==> config.mk <==
export PLATFORM = sky130hd
export DESIGN_NAME = fibonacci_mc_flat
export DESIGN_NICKNAME = d
export VERILOG_FILES = /design/src/rtl/fibonacci_mc_if.sv /design/src/rtl/fibonacci_mc.sv /design/src/flat_wrapper.sv
export SDC_FILE = /design/constraint.sdc
export NUM_CORES = 1
export LEC_CHECK = 0
export BUFFER_PORTS_ARGS = -buffer_cell sky130_fd_sc_hd__buf_2
export CAP_MARGIN = 20
export CORE_MARGIN = 2
export CORE_UTILIZATION = 55
export CTS_BUF_LIST = sky130_fd_sc_hd__clkbuf_4 sky130_fd_sc_hd__clkbuf_8
export CTS_CLUSTER_DIAMETER = 200
export DETAILED_ROUTE_END_ITERATION = 8
export PLACE_DENSITY = 0.79
export SETUP_SLACK_MARGIN = 0.15
export SYNTH_ARGS = -nofsm -noshare
export SYNTH_HDL_FRONTEND = slang
export SYNTH_SLANG_ARGS = --single-unit
==> constraint.sdc <==
create_clock -name clk -period 8 [get_ports clk]
set_input_delay 0.8 -clock clk [delete_from_list [all_inputs] [get_ports clk]]
set_output_delay 0.8 -clock clk [all_outputs]
set_load 0.03 [all_outputs]
==> src/rtl/fibonacci_mc_if.sv <==
// fibonacci_mc_if: valid/ready data bus shared by the Fibonacci engine and memory.
//   addr   byte address            size   log2(bytes per word)
//   valid  request pending         write  1 = write, 0 = read
//   wdata  write data              rdata  read data, valid when ready=1
//   ready  transfer completes this cycle
interface fibonacci_mc_if #(
  parameter int XLEN = 32,
  parameter int AW   = 32
);
  logic [AW-1:0]   addr;
  logic [2:0]      size;
  logic            valid;
  logic            write;
  logic [XLEN-1:0] wdata;
  logic [XLEN-1:0] rdata;
  logic            ready;
  modport master (output addr, size, valid, write, wdata, input rdata, ready);
  modport slave  (input addr, size, valid, write, wdata, output rdata, ready);
endinterface

==> src/rtl/fibonacci_mc.sv <==
// fibonacci_mc: multi-context Fibonacci step engine, bus master on fibonacci_mc_if.
//   clk, rstb      clock (rising edge), asynchronous active-low reset
//   start          begin a run, accepted only while idle=1
//   base, ctx_mask byte address of context 0 and contexts to process, latched on start
//   idle, done     engine idle / one-cycle end-of-run pulse
//   cur_ctx        context being processed
//   ovf            sticky signed overflow of a+b during the run
//   step_cnt       c updates completed in the current/last run
//   bus            master side of the data bus
// Each context is {a,b,c,k} at base + i*STRIDE; per context while(--k >= 0) {c=a+b; a=b; b=c;}.
module fibonacci_mc #(
  parameter int XLEN   = 32,
  parameter int AW     = 32,
  parameter int NCTX   = 4,
  parameter int STRIDE = 16,
  parameter int SAT    = 0
) (
  input  logic            clk,
  input  logic            rstb,
  input  logic            start,
  input  logic [AW-1:0]   base,
  input  logic [NCTX-1:0] ctx_mask,
  output logic            idle,
  output logic            done,
  output logic [3:0]      cur_ctx,
  output logic            ovf,
  output logic [31:0]     step_cnt,
  fibonacci_mc_if.master  bus
);
  localparam int W = XLEN / 8;
  typedef enum logic [3:0] {IDLE, SCAN, RD_K, WR_K, RD_A, RD_B, WR_C, WR_A, WR_B, FIN} state_t;
  state_t state, nxt;
  logic req, go, xfer, is_bus, ov;
  logic [AW-1:0] base_r, ctx_addr, off;
  logic [NCTX-1:0] pend;
  logic [3:0] low;
  logic [XLEN-1:0] k_r, a_r, b_r, km1, sum, c_val;
  assign go   = idle && start;
  assign xfer = req && bus.ready;
  assign km1  = k_r - XLEN'(1);
  assign sum  = a_r + b_r;
  assign ov   = (a_r[XLEN-1] == b_r[XLEN-1]) && (sum[XLEN-1] != a_r[XLEN-1]);
  assign c_val = (SAT != 0 && ov) ? (a_r[XLEN-1] ? {1'b1, {(XLEN-1){1'b0}}} : {1'b0, {(XLEN-1){1'b1}}}) : sum;
  // pend holds the contexts still to visit; the lowest set bit is the next one
  always_comb begin
    low = '0;
    for (int i = NCTX - 1; i >= 0; i--) if (pend[i]) low = 4'(i);
  end
  always_ff @(posedge clk or negedge rstb) begin
    if (!rstb) state <= IDLE;
    else state <= nxt;
  end
  always_comb begin
    nxt = state;
    case (state)
      IDLE, FIN: nxt = go ? SCAN : IDLE;
      SCAN: nxt = (pend == '0) ? FIN : RD_K;
      RD_K: nxt = xfer ? WR_K : state;
      WR_K: nxt = xfer ? (km1[XLEN-1] ? SCAN : RD_A) : state;
      RD_A: nxt = xfer ? RD_B : state;
      RD_B: nxt = xfer ? WR_C : state;
      WR_C: nxt = xfer ? WR_A : state;
      WR_A: nxt = xfer ? WR_B : state;
      WR_B: nxt = xfer ? RD_K : state;
      default: nxt = IDLE;
    endcase
  end
  // req drops on the completing cycle, so each bus state idles one cycle before requesting
  always_ff @(posedge clk or negedge rstb) begin
    if (!rstb) begin
      req <= 1'b0;
      base_r <= '0;
      pend <= '0;
      ctx_addr <= '0;
      cur_ctx <= '0;
      k_r <= '0;
      a_r <= '0;
      b_r <= '0;
      ovf <= 1'b0;
      step_cnt <= '0;
    end else begin
      req <= req ? !bus.ready : is_bus;
      if (go) begin
        base_r <= base;
        pend <= ctx_mask;
        ovf <= 1'b0;
        step_cnt <= '0;
      end
      if (state == SCAN && pend != '0) begin
        cur_ctx <= low;
        pend <= pend & ~(NCTX'(1) << low);
        ctx_addr <= base_r + AW'(low) * AW'(STRIDE);
      end
      if (xfer && state == RD_K) k_r <= bus.rdata;
      if (xfer && state == RD_A) a_r <= bus.rdata;
      if (xfer && state == RD_B) b_r <= bus.rdata;
      if (xfer && state == WR_C) begin
        step_cnt <= step_cnt + 32'd1;
        if (ov) ovf <= 1'b1;
      end
    end
  end
  // a_r/b_r stay put through WR_C..WR_B, so c_val is still the written c during WR_B
  always_comb begin
    is_bus = state inside {RD_K, WR_K, RD_A, RD_B, WR_C, WR_A, WR_B};
    idle = state == IDLE || state == FIN;
    done = state == FIN;
    off = (state == RD_K || state == WR_K) ? AW'(3 * W) :
          (state == RD_B || state == WR_B) ? AW'(W) :
          (state == WR_C) ? AW'(2 * W) : '0;
    bus.valid = req;
    bus.size = 3'($clog2(W));
    bus.write = state inside {WR_K, WR_C, WR_A, WR_B};
    bus.addr = is_bus ? ctx_addr + off : '0;
    bus.wdata = (state == WR_K) ? km1 :
                (state == WR_C || state == WR_B) ? c_val :
                (state == WR_A) ? b_r : '0;
  end
endmodule

==> src/flat_wrapper.sv <==
// flat-port wrapper written by rule: the top's interface ports become plain ports
module fibonacci_mc_flat 
#(
  parameter int XLEN   = 32,
  parameter int AW     = 32,
  parameter int NCTX   = 4,
  parameter int STRIDE = 16,
  parameter int SAT    = 0
)
  (clk, rstb, start, base, ctx_mask, idle, done, cur_ctx, ovf, step_cnt, bus_addr, bus_size, bus_valid, bus_write, bus_wdata, bus_rdata, bus_ready);
  fibonacci_mc_if #(.XLEN(XLEN), .AW(AW)) bus_i ();
  input  logic clk;
  input  logic rstb;
  input  logic start;
  input  logic [AW-1:0] base;
  input  logic [NCTX-1:0] ctx_mask;
  output logic idle;
  output logic done;
  output logic [3:0] cur_ctx;
  output logic ovf;
  output logic [31:0] step_cnt;
  output wire logic [$bits(bus_i.addr)-1:0] bus_addr;
  output wire logic [$bits(bus_i.size)-1:0] bus_size;
  output wire logic [$bits(bus_i.valid)-1:0] bus_valid;
  output wire logic [$bits(bus_i.write)-1:0] bus_write;
  output wire logic [$bits(bus_i.wdata)-1:0] bus_wdata;
  input wire logic [$bits(bus_i.rdata)-1:0] bus_rdata;
  input wire logic [$bits(bus_i.ready)-1:0] bus_ready;
  assign bus_addr = bus_i.addr;
  assign bus_size = bus_i.size;
  assign bus_valid = bus_i.valid;
  assign bus_write = bus_i.write;
  assign bus_wdata = bus_i.wdata;
  assign bus_i.rdata = bus_rdata;
  assign bus_i.ready = bus_ready;
  fibonacci_mc #(.XLEN(XLEN), .AW(AW), .NCTX(NCTX), .STRIDE(STRIDE), .SAT(SAT)) u_core (.clk(clk), .rstb(rstb), .start(start), .base(base), .ctx_mask(ctx_mask), .idle(idle), .done(done), .cur_ctx(cur_ctx), .ovf(ovf), .step_cnt(step_cnt), .bus(bus_i));
endmodule
==> results_dict.tcl, run 1 <==
set metrics [dict create \
    critical_path_class "reg -> out" \
    synthArstFlopShare_pct 100 \
    grtUsageTotal_pct 25.5 \
    ys_top_cells_by_area "dfrtp_1 (43%), mux2_2 (9.7%), nand2_1 (7.4%)" \
    irDropWorstVdd_mv 0.251 \
    start_util_pct 56.4 \
    clockBufferDepth 3 \
    setup_viol 0 \
    synth_area_leader_cell "dfrtp_1" \
    drive_above_1_share_pct 24.6 \
    arrival_ns 4.98 \
    final_common_cell "nand2_1" \
    clk_pin_slew_ns 0.06 \
    cts_root_buf "clkbuf_8" \
    crit_buf_inv 2 \
    synth_flop_cell "dfrtp_1" \
    nFillCells 1789 \
    drtIter0Drc 619 \
    io_buffers 174 \
    power.switching_mw 2.46 \
    grt_pass1_wl_um 47100 \
    ys_ff_latch 204 \
    crit_path_top_delay_cell "inv_1" \
    core_um2 21200 \
    crit_path_end_kind "output pin" \
    antenna_left 0 \
    p_int_mw 3.05 \
    final-max-slew-violation-count 0 \
    yosysWarnings 0 \
    critical_path.top_delay_family "simple AND/OR/NAND/NOR gates" \
    setup_slack_ns 2.22 \
    worstMarginPinSlew_ns 1.03 \
    finalCriticalPeriod_ns 5.78 \
    dieArea_um2 23000 \
    synth_edf_count 0 \
    cp-start-kind "flip-flop" \
    nets 1583 \
    required_ns 7.20 \
    yosysSeqAreaShare_pct 42.6 \
    clock_skew_ns 0.0135 \
    cts_hold_buf 0 \
    fin_util_pct 65.5 \
    drt_wl_total_um 29500 \
    dpl_cell_area_um2 13100 \
    r2r_slack_ns 4.44 \
    syn_area_per_cell_um2 9.21 \
    rsz0062_at_grt "false" \
    dp.cells 1705 \
    crit_path_max_incr_delay_ns 0.81 \
    cts_tree "yes" \
    area_growth_pct 16.1 \
    drc 0 \
    crit_chain "inv_1 > nand2_1 > mux2_2 > o22ai_1 > ha_1 > a21oi_1 > nor2_1 > nand3_1 > nor3_1 > nand3_1 > or3_1 > a21oi_1 > buf_2" \
    relSlewSlack_pct 31.0 \
    antenna_found_initial 5 \
    ys_types 61 \
    worstSkewPairLatency_ns 0.53 \
    dp_slack_ns 2.79 \
    finalCritPeriodShare_pct 72.2 \
    worst_hold_slack_ns 0.184 \
    syn_area_um2 12000 \
    postCtsSetupBuffers 0 \
    post_drt_wl_per_cell_um 16.7 \
    grt_max_degree 128 \
    outcome "finished clean" \
    design_area_um2 13900 \
    power_switching_share_pct 44.6 \
    grt_overflow 0 \
    cap_violations 0 \
    viasPerCell 5.72 \
    cts-buffers-inserted 36 \
    die_w_um 152 \
    power_mw 5.50 \
    hold_class "in -> async" \
    rows 53 \
    final_cell_mix "nand2_1 (235), dfrtp_1 (204), buf_2 (173)" \
    dp_hpwl_um 20300 \
    critical_path.max_fanout 27 \
    place.gp.congestion 0.900 \
    hold_violations 0 \
    ios 180 \
    num_vias 10100 \
    multi_input_area_um2 6590 \
    seqPwrFrac_pct 34.0 \
    regArea_um2 5100 \
    clkPwrFrac_pct 18.5 \
    powerDensity_nw_per_um2 396 \
    die_h_um 152 \
    first_pass_iters 5 \
    cts_resized 0 \
    netlist.area_leader.share_pct 42.6 \
    pwr-share-comb_pct 47.5 \
    netlist_instances 1300 \
    fmax_ghz 0.173 \
    instances_no_fill 1773 \
    clkSinkCount 204 \
    htree_levels 2 \
    leakagePower_nw 6.69 \
    grt_pass1_vias 9628 \
    fin_tns_setup_ns 0 \
]
## cells by family after synthesis
family	Yosys count	share of synthesized area [%]
flops	204	42.6
other cells	2	0.0627
simple gates	505	19.3
fa+ha+maj	41	4.45
xor+xnor	102	7.46
mux	114	10.6
buf+inv	75	2.56
compound gates	257	13.0
## power by group through the flow
stage / clock (mW) / sequential, mW / combinational (mW)
2_1_floorplan: 0 / 1.75 / 1.99
3_3_place_gp: 0 / 1.85 / 2.50
3_5_place_dp: 0 / 1.88 / 2.56
4_1_cts: 1.04 / 1.86 / 2.58
5_1_grt: 1.09 / 1.93 / 2.87
6_report: 1.02 / 1.87 / 2.61
## sequential cells by signal (all words and copies together), names as in the netlist
| signal | flops |
|---|---|
| u_core.b_r | 32 |
| u_core.bus.valid | 1 |
| u_core.cur_ctx | 2 |
| u_core.k_r | 32 |
| u_core.pend | 4 |
| u_core.state | 4 |
| u_core.a_r | 32 |
| u_core.base_r | 32 |
| u_core.ctx_addr | 32 |
| u_core.step_cnt | 32 |
| u_core.ovf | 1 |
## per-layer routing
metal | GRT usage (%) | vias up | part of all wire, %
li1 | - | 4916 | -
met5 | 0 | - | 0.044
met2 | 41.2 | 269 | 47
met1 | 34.8 | 4902 | 45
met4 | 8.38 | 2 | 2.4
met3 | 4.76 | 55 | 5.5
## cell type report
type	instances	share of cell area (%)
Antenna cell	4	0.0720
Inverter	19	0.513
Tap cell	275	2.47
Clock buffer	54	4.98
Multi-Input combinational cell	1024	47.4
Sequential cell	204	36.7
Clock inverter	7	0.477
Timing Repair Buffer	186	7.35
## path summary, 6_finish.rpt
check	from	end	depth (start not counted)
max reg2reg	u_core.state[2]$_DFFE_PN0P_	u_core.step_cnt[31]$_DFFE_PN0P_	9
max in group asynchronous	rstb	u_core.base_r[10]$_DFFE_PN0P_	2
max	u_core.state[2]$_DFFE_PN0P_	bus_addr[31]	13
min in group clk	base[3]	u_core.base_r[3]$_DFFE_PN0P_	3
min	rstb	u_core.b_r[13]$_DFFE_PN0P_	1
min reg2reg	u_core.base_r[0]$_DFFE_PN0P_	u_core.base_r[0]$_DFFE_PN0P_	2
## cells in the mapped netlist (all sizes together) (11+ instances only)
| cell type | count |
|---|---|
| xnor2 | 51 |
| a22oi | 16 |
| clkbuf | 42 |
| dfrtp | 204 |
| mux2i | 11 |
| nand3 | 55 |
| nor2 | 88 |
| or3 | 11 |
| nor3 | 25 |
| ha | 37 |
| a21oi | 55 |
| buf | 14 |
| mux2 | 103 |
| nand2 | 236 |
| nand4 | 11 |
| and3 | 25 |
| o21ai | 103 |
| a21o | 18 |
| xor2 | 51 |
| inv | 19 |
| nor2b | 14 |
No activity file was read; power rests on OpenSTA's default activity.
==> inputs of run 2 (changes only) <==
Clock period 8 ns to 5.8 ns, I/O delays scaled along.
==> run 2 against run 1 <==
- total power grew 37%
- clock skew grew 0.012 ns
- hold slack got worse by 0.042 ns
- combinational power rose by 38%
- sequential share of layout area rose by 0.16 points
- count of clock-buffer cells in the layout is 5 higher
- non-clock buffer count stayed put
- global-route usage increased by 0.35 points
- first-iteration DRC count shrank 10%
- design area is 0.43% lower
- core utilization decreased by 0.28 points
- via count is 0.45% higher
- critical endpoint unchanged
- highest routed layer unchanged
==> results_dict.tcl, run 2 (synthesis results as in run 1) <==
set metrics [dict create \
    crit_buf_inv 1 \
    final_common_cell "nand2_1" \
    nets 1584 \
    powerDensity_nw_per_um2 543 \
    ios 180 \
    hold_violations 0 \
    fin_tns_setup_ns 0 \
    power.switching_mw 3.36 \
    final-max-slew-violation-count 0 \
    clkPwrFrac_pct 18.0 \
    postCtsSetupBuffers 0 \
    clockBufferDepth 3 \
    place.gp.congestion 0.881 \
    io_buffers 174 \
    cts_tree "yes" \
    crit_chain "nand2b_1 > mux2_2 > o22ai_1 > ha_1 > a21oi_1 > nor2_1 > nand3_1 > nor3_1 > nand3_1 > or3_1 > a21oi_1 > buf_2" \
    rr_worst_depth 9 \
    htree_levels 2 \
    worst_hold_slack_ns 0.142 \
    dp_hpwl_um 20500 \
    leakagePower_nw 6.67 \
    cp-start-kind "flip-flop" \
    final_cell_mix "nand2_1 (235), dfrtp_1 (204), buf_2 (173)" \
    drtIter0Drc 556 \
    clkSinkCount 204 \
    p_int_mw 4.16 \
    drc 0 \
    start_util_pct 56.4 \
    critical_path.max_fanout 23 \
    drive_above_1_share_pct 24.7 \
    setup_slack_ns 0.751 \
    clock_skew_ns 0.0252 \
    cap_violations 0 \
    num_vias 10200 \
    crit_path_end_kind "output pin" \
    viasPerCell 5.75 \
    dpl_cell_area_um2 13100 \
    dp_slack_ns 1.32 \
    rows 53 \
    critical_path.top_delay_family "simple AND/OR/NAND/NOR gates" \
    power_mw 7.52 \
    die_h_um 152 \
    irDropWorstVdd_mv 0.265 \
    instances_no_fill 1773 \
    grt_overflow 0 \
    crit_path_top_delay_cell "dfrtp_1" \
    finalCritPeriodShare_pct 87.1 \
    hold_class "in -> async" \
    dp.cells 1707 \
    regToRegStartpoint "u_core.state[2]$_DFFE_PN0P_" \
    cts_resized 0 \
    r2r_slack_ns 2.20 \
    fmax_ghz 0.198 \
    die_w_um 152 \
    seqPwrFrac_pct 34.3 \
    arrival_ns 4.47 \
    grt_pass1_vias 9947 \
    worstSkewPairLatency_ns 0.53 \
    worstMarginPinSlew_ns 1.08 \
    grt_max_degree 122 \
    drt_wl_total_um 29500 \
    grtUsageTotal_pct 25.8 \
    fin_util_pct 65.2 \
    dieArea_um2 23000 \
    power_switching_share_pct 44.7 \
    rsz0062_at_grt "false" \
    antenna_left 0 \
    first_pass_iters 6 \
    grt_pass1_wl_um 47900 \
    relSlewSlack_pct 28.1 \
    rr_endpoint "u_core.step_cnt[28]$_DFFE_PN0P_" \
    outcome "finished clean" \
    critical_path_class "reg -> out" \
    required_ns 5.22 \
    pwr-share-comb_pct 47.7 \
    clk_pin_slew_ns 0.06 \
    finalCriticalPeriod_ns 5.05 \
    cts_root_buf "clkbuf_8" \
    setup_viol 0 \
    area_growth_pct 15.6 \
    crit_path_max_incr_delay_ns 0.81 \
    core_um2 21200 \
    antenna_found_initial 3 \
    cts_hold_buf 0 \
    cts-buffers-inserted 37 \
    design_area_um2 13800 \
    post_drt_wl_per_cell_um 16.6 \
]
[run 2: cell types whose count changed in the layout (fill, tap and decap cells not counted)]
cell        before  now
bufinv_16        1    0
clkbuf_4         8   16
buf_16           2    1
buf_4            9   11
clkinv_2         4    2
clkbuf_8        47   44
diode_2          4    2
clkinvlp_4       1    2
buf_12           1    0
inv_6            1    0
[run 2: layout make-up]
type / count / area [µm²]
diodes: 2 / 5.00
fillers: 1791 / 7370
well taps: 275 / 344
clock buffers: 59 / 712
flip-flops and latches: 204 / 5100
inverters: 19 / 71.3
clock inverters: 4 / 25.0
multi-input cells: 1024 / 6590
repair buffers: 186 / 990
[run 2: layer usage]
metal,GRT usage (%),share of wire [%]
met1,34.5,44
met2,42.4,46
met3,4.34,6.5
met4,9.68,3.3
met5,0,0.044
[run 2: power groups by stage]
| stage | clock (mW) | combinational [mW] | sequential (mW) |
|---|---|---|---|
| final | 1.36 | 3.59 | 2.58 |
| after CTS | 1.39 | 3.56 | 2.56 |
| after detailed placement | 0 | 3.54 | 2.58 |
| after global routing | 1.45 | 3.97 | 2.66 |
| after floorplan | 0 | 2.74 | 2.41 |
| after global placement | 0 | 3.47 | 2.54 |
[run 2: worst max-delay path by stage]
stage                                      from           end  slack [ns]  cells after the start
floorplan           u_core.state[3]$_DFFE_PN0P_  bus_addr[31]        1.98                     13
global placement    u_core.state[2]$_DFFE_PN0P_  bus_addr[31]        1.52                     12
detailed placement  u_core.state[2]$_DFFE_PN0P_  bus_addr[31]        1.32                     12
CTS                 u_core.state[2]$_DFFE_PN0P_  bus_addr[31]        0.75                     12
global route        u_core.state[2]$_DFFE_PN0P_  bus_addr[31]        0.39                     12
finish              u_core.state[2]$_DFFE_PN0P_  bus_addr[31]        0.75                     12
[run 2: worst reg2reg max path, delay by kind of cell (launching register included)]
| kind | cells | cell delay (ns) |
|---|---|---|
| AO/OA/AOI/OAI | 1 | 0.11 |
| flip-flops | 1 | 0.81 |
| AND/OR/NAND/NOR | 8 | 2.57 |
==> inputs of run 3 (changes only) <==
Settings changed: CAP_MARGIN 20 to 5, HOLD_SLACK_MARGIN set to 0.08, REMOVE_ABC_BUFFERS set to 1.
==> run 3 against run 2 <==
- highest routed layer unchanged
- critical path type unchanged
- sequential power is essentially flat
- critical path depth is the same
- clock power is essentially flat
- design area is the same
- setup slack lost 0.056 ns
- non-clock buffer count grew 1
- largest power group unchanged
- sequential share of layout area is the same
- hold slack gained 0.090 ns
- core utilization is the same
- total power grew 0.80%
- flip-flop and latch count is the same
- die area is the same
==> results_dict.tcl, run 3 (synthesis results as in run 1) <==
set metrics [dict create \
    outcome "finished clean" \
    arrival_ns 4.53 \
    crit_chain "nand2b_1 > mux2_2 > o22ai_1 > ha_1 > a21oi_1 > nor2_1 > nand3_1 > nor3_1 > nand3_1 > or3_1 > a21oi_1 > buf_2" \
    rsz0062_at_grt "false" \
    clockBufferDepth 3 \
    r2r_slack_ns 2.05 \
    worstMarginPinSlew_ns 1.09 \
    io_buffers 174 \
    hold_class "in -> reg" \
    ios 180 \
    power_mw 7.58 \
    fin_util_pct 65.2 \
    die_w_um 152 \
    drive_above_1_share_pct 24.7 \
    place.gp.congestion 0.866 \
    final-max-slew-violation-count 0 \
    drc 0 \
    cts-buffers-inserted 37 \
    post_drt_wl_per_cell_um 17.2 \
    grt_overflow 0 \
    fin_tns_setup_ns 0 \
    grt_pass1_wl_um 49000 \
    critical_path_class "reg -> out" \
    cts_root_buf "clkbuf_8" \
    instances_no_fill 1774 \
    grt_max_degree 76 \
    viasPerCell 5.79 \
    critical_path.max_fanout 23 \
    antenna_left 0 \
    clk_pin_slew_ns 0.06 \
    finalCritPeriodShare_pct 88.0 \
    multi_input_area_um2 6600 \
    final_cell_mix "nand2_1 (235), dfrtp_1 (204), buf_2 (173)" \
    worst_hold_slack_ns 0.232 \
    dieArea_um2 23000 \
    fmax_ghz 0.196 \
    cp-start-kind "flip-flop" \
    cts_tree "yes" \
    nFillCells 1794 \
    dp_hpwl_um 20700 \
    relSlewSlack_pct 26.8 \
    dp_slack_ns 1.32 \
    cap_violations 0 \
    die_h_um 152 \
    dp.cells 1708 \
    area_growth_pct 15.6 \
    nets 1585 \
    finalCriticalPeriod_ns 5.11 \
    htree_levels 2 \
    leakagePower_nw 6.66 \
    crit_path_top_delay_cell "dfrtp_1" \
    required_ns 5.22 \
    clkSinkCount 204 \
    powerDensity_nw_per_um2 547 \
    grtUsageTotal_pct 26.6 \
    regArea_um2 5100 \
    grt_pass1_vias 9954 \
    dpl_cell_area_um2 13100 \
    drtIter0Drc 529 \
    crit_path_max_incr_delay_ns 0.85 \
    crit_path_end_kind "output pin" \
    cts_resized 0 \
    core_um2 21200 \
    num_vias 10300 \
    rows 53 \
    antenna_found_initial 3 \
    setup_viol 0 \
    first_pass_iters 5 \
    final_common_cell "nand2_1" \
    setup_slack_ns 0.694 \
    irDropWorstVdd_mv 0.244 \
    drt_wl_total_um 30500 \
    hold_violations 0 \
    start_util_pct 56.4 \
    clock_skew_ns 0.0139 \
    worstSkewPairLatency_ns 0.54 \
    design_area_um2 13800 \
]
[run 3: repair_timing]
action	CTS	global route
endpoints found under the hold margin	59	0
hold buffers	1	0
setup buffers	0	0
[run 3: where the power goes]
group,internal [mW],total [mW],switching (mW)
registers,1.98,2.57,0.593
logic,1.39,3.61,2.22
clock network,0.780,1.39,0.613
[run 3: final cells by class]
class,instances,area share [%]
multi-input combinational,1024,47.6
sequential,204,36.9
timing repair buffer,187,7.08
clock buffer,54,4.78
tap,275,2.49
clock inverter,9,0.596
inverter,19,0.515
antenna,2,0.0361
[run 3: layer usage]
| metal | vias up | global-route usage [%] | part of all wire, % |
|---|---|---|---|
| met3 | 77 | 5.12 | 6.5 |
| met4 | 2 | 9.21 | 3.0 |
| met1 | 4922 | 36.5 | 44 |
| met5 | - | 0 | 0.043 |
| li1 | 4913 | - | - |
| met2 | 354 | 42.4 | 46 |
[run 3: path summary, 6_finish.rpt]
check,from,to,depth (start not counted)
worst max-delay path,u_core.state[2]$_DFFE_PN0P_,bus_addr[29],12
max in group asynchronous,rstb,u_core.base_r[23]$_DFFE_PN0P_,3
worst max register to register,u_core.state[2]$_DFFE_PN0P_,u_core.step_cnt[29]$_DFFE_PN0P_,9
worst min register to register,u_core.base_r[0]$_DFFE_PN0P_,u_core.base_r[0]$_DFFE_PN0P_,2
worst min-delay path,base[1],u_core.base_r[1]$_DFFE_PN0P_,3
min in group asynchronous,rstb,u_core.b_r[10]$_DFFE_PN0P_,2
[run 3: critical path: cells and delay by family, from the launching register on]
kind / cells / cell delay (ns)
simple gates: 6 / 1.95
flops: 1 / 0.85
compound gates: 3 / 0.42
mux: 1 / 0.32
fa+ha+maj: 1 / 0.23
buf+inv: 1 / 0.23
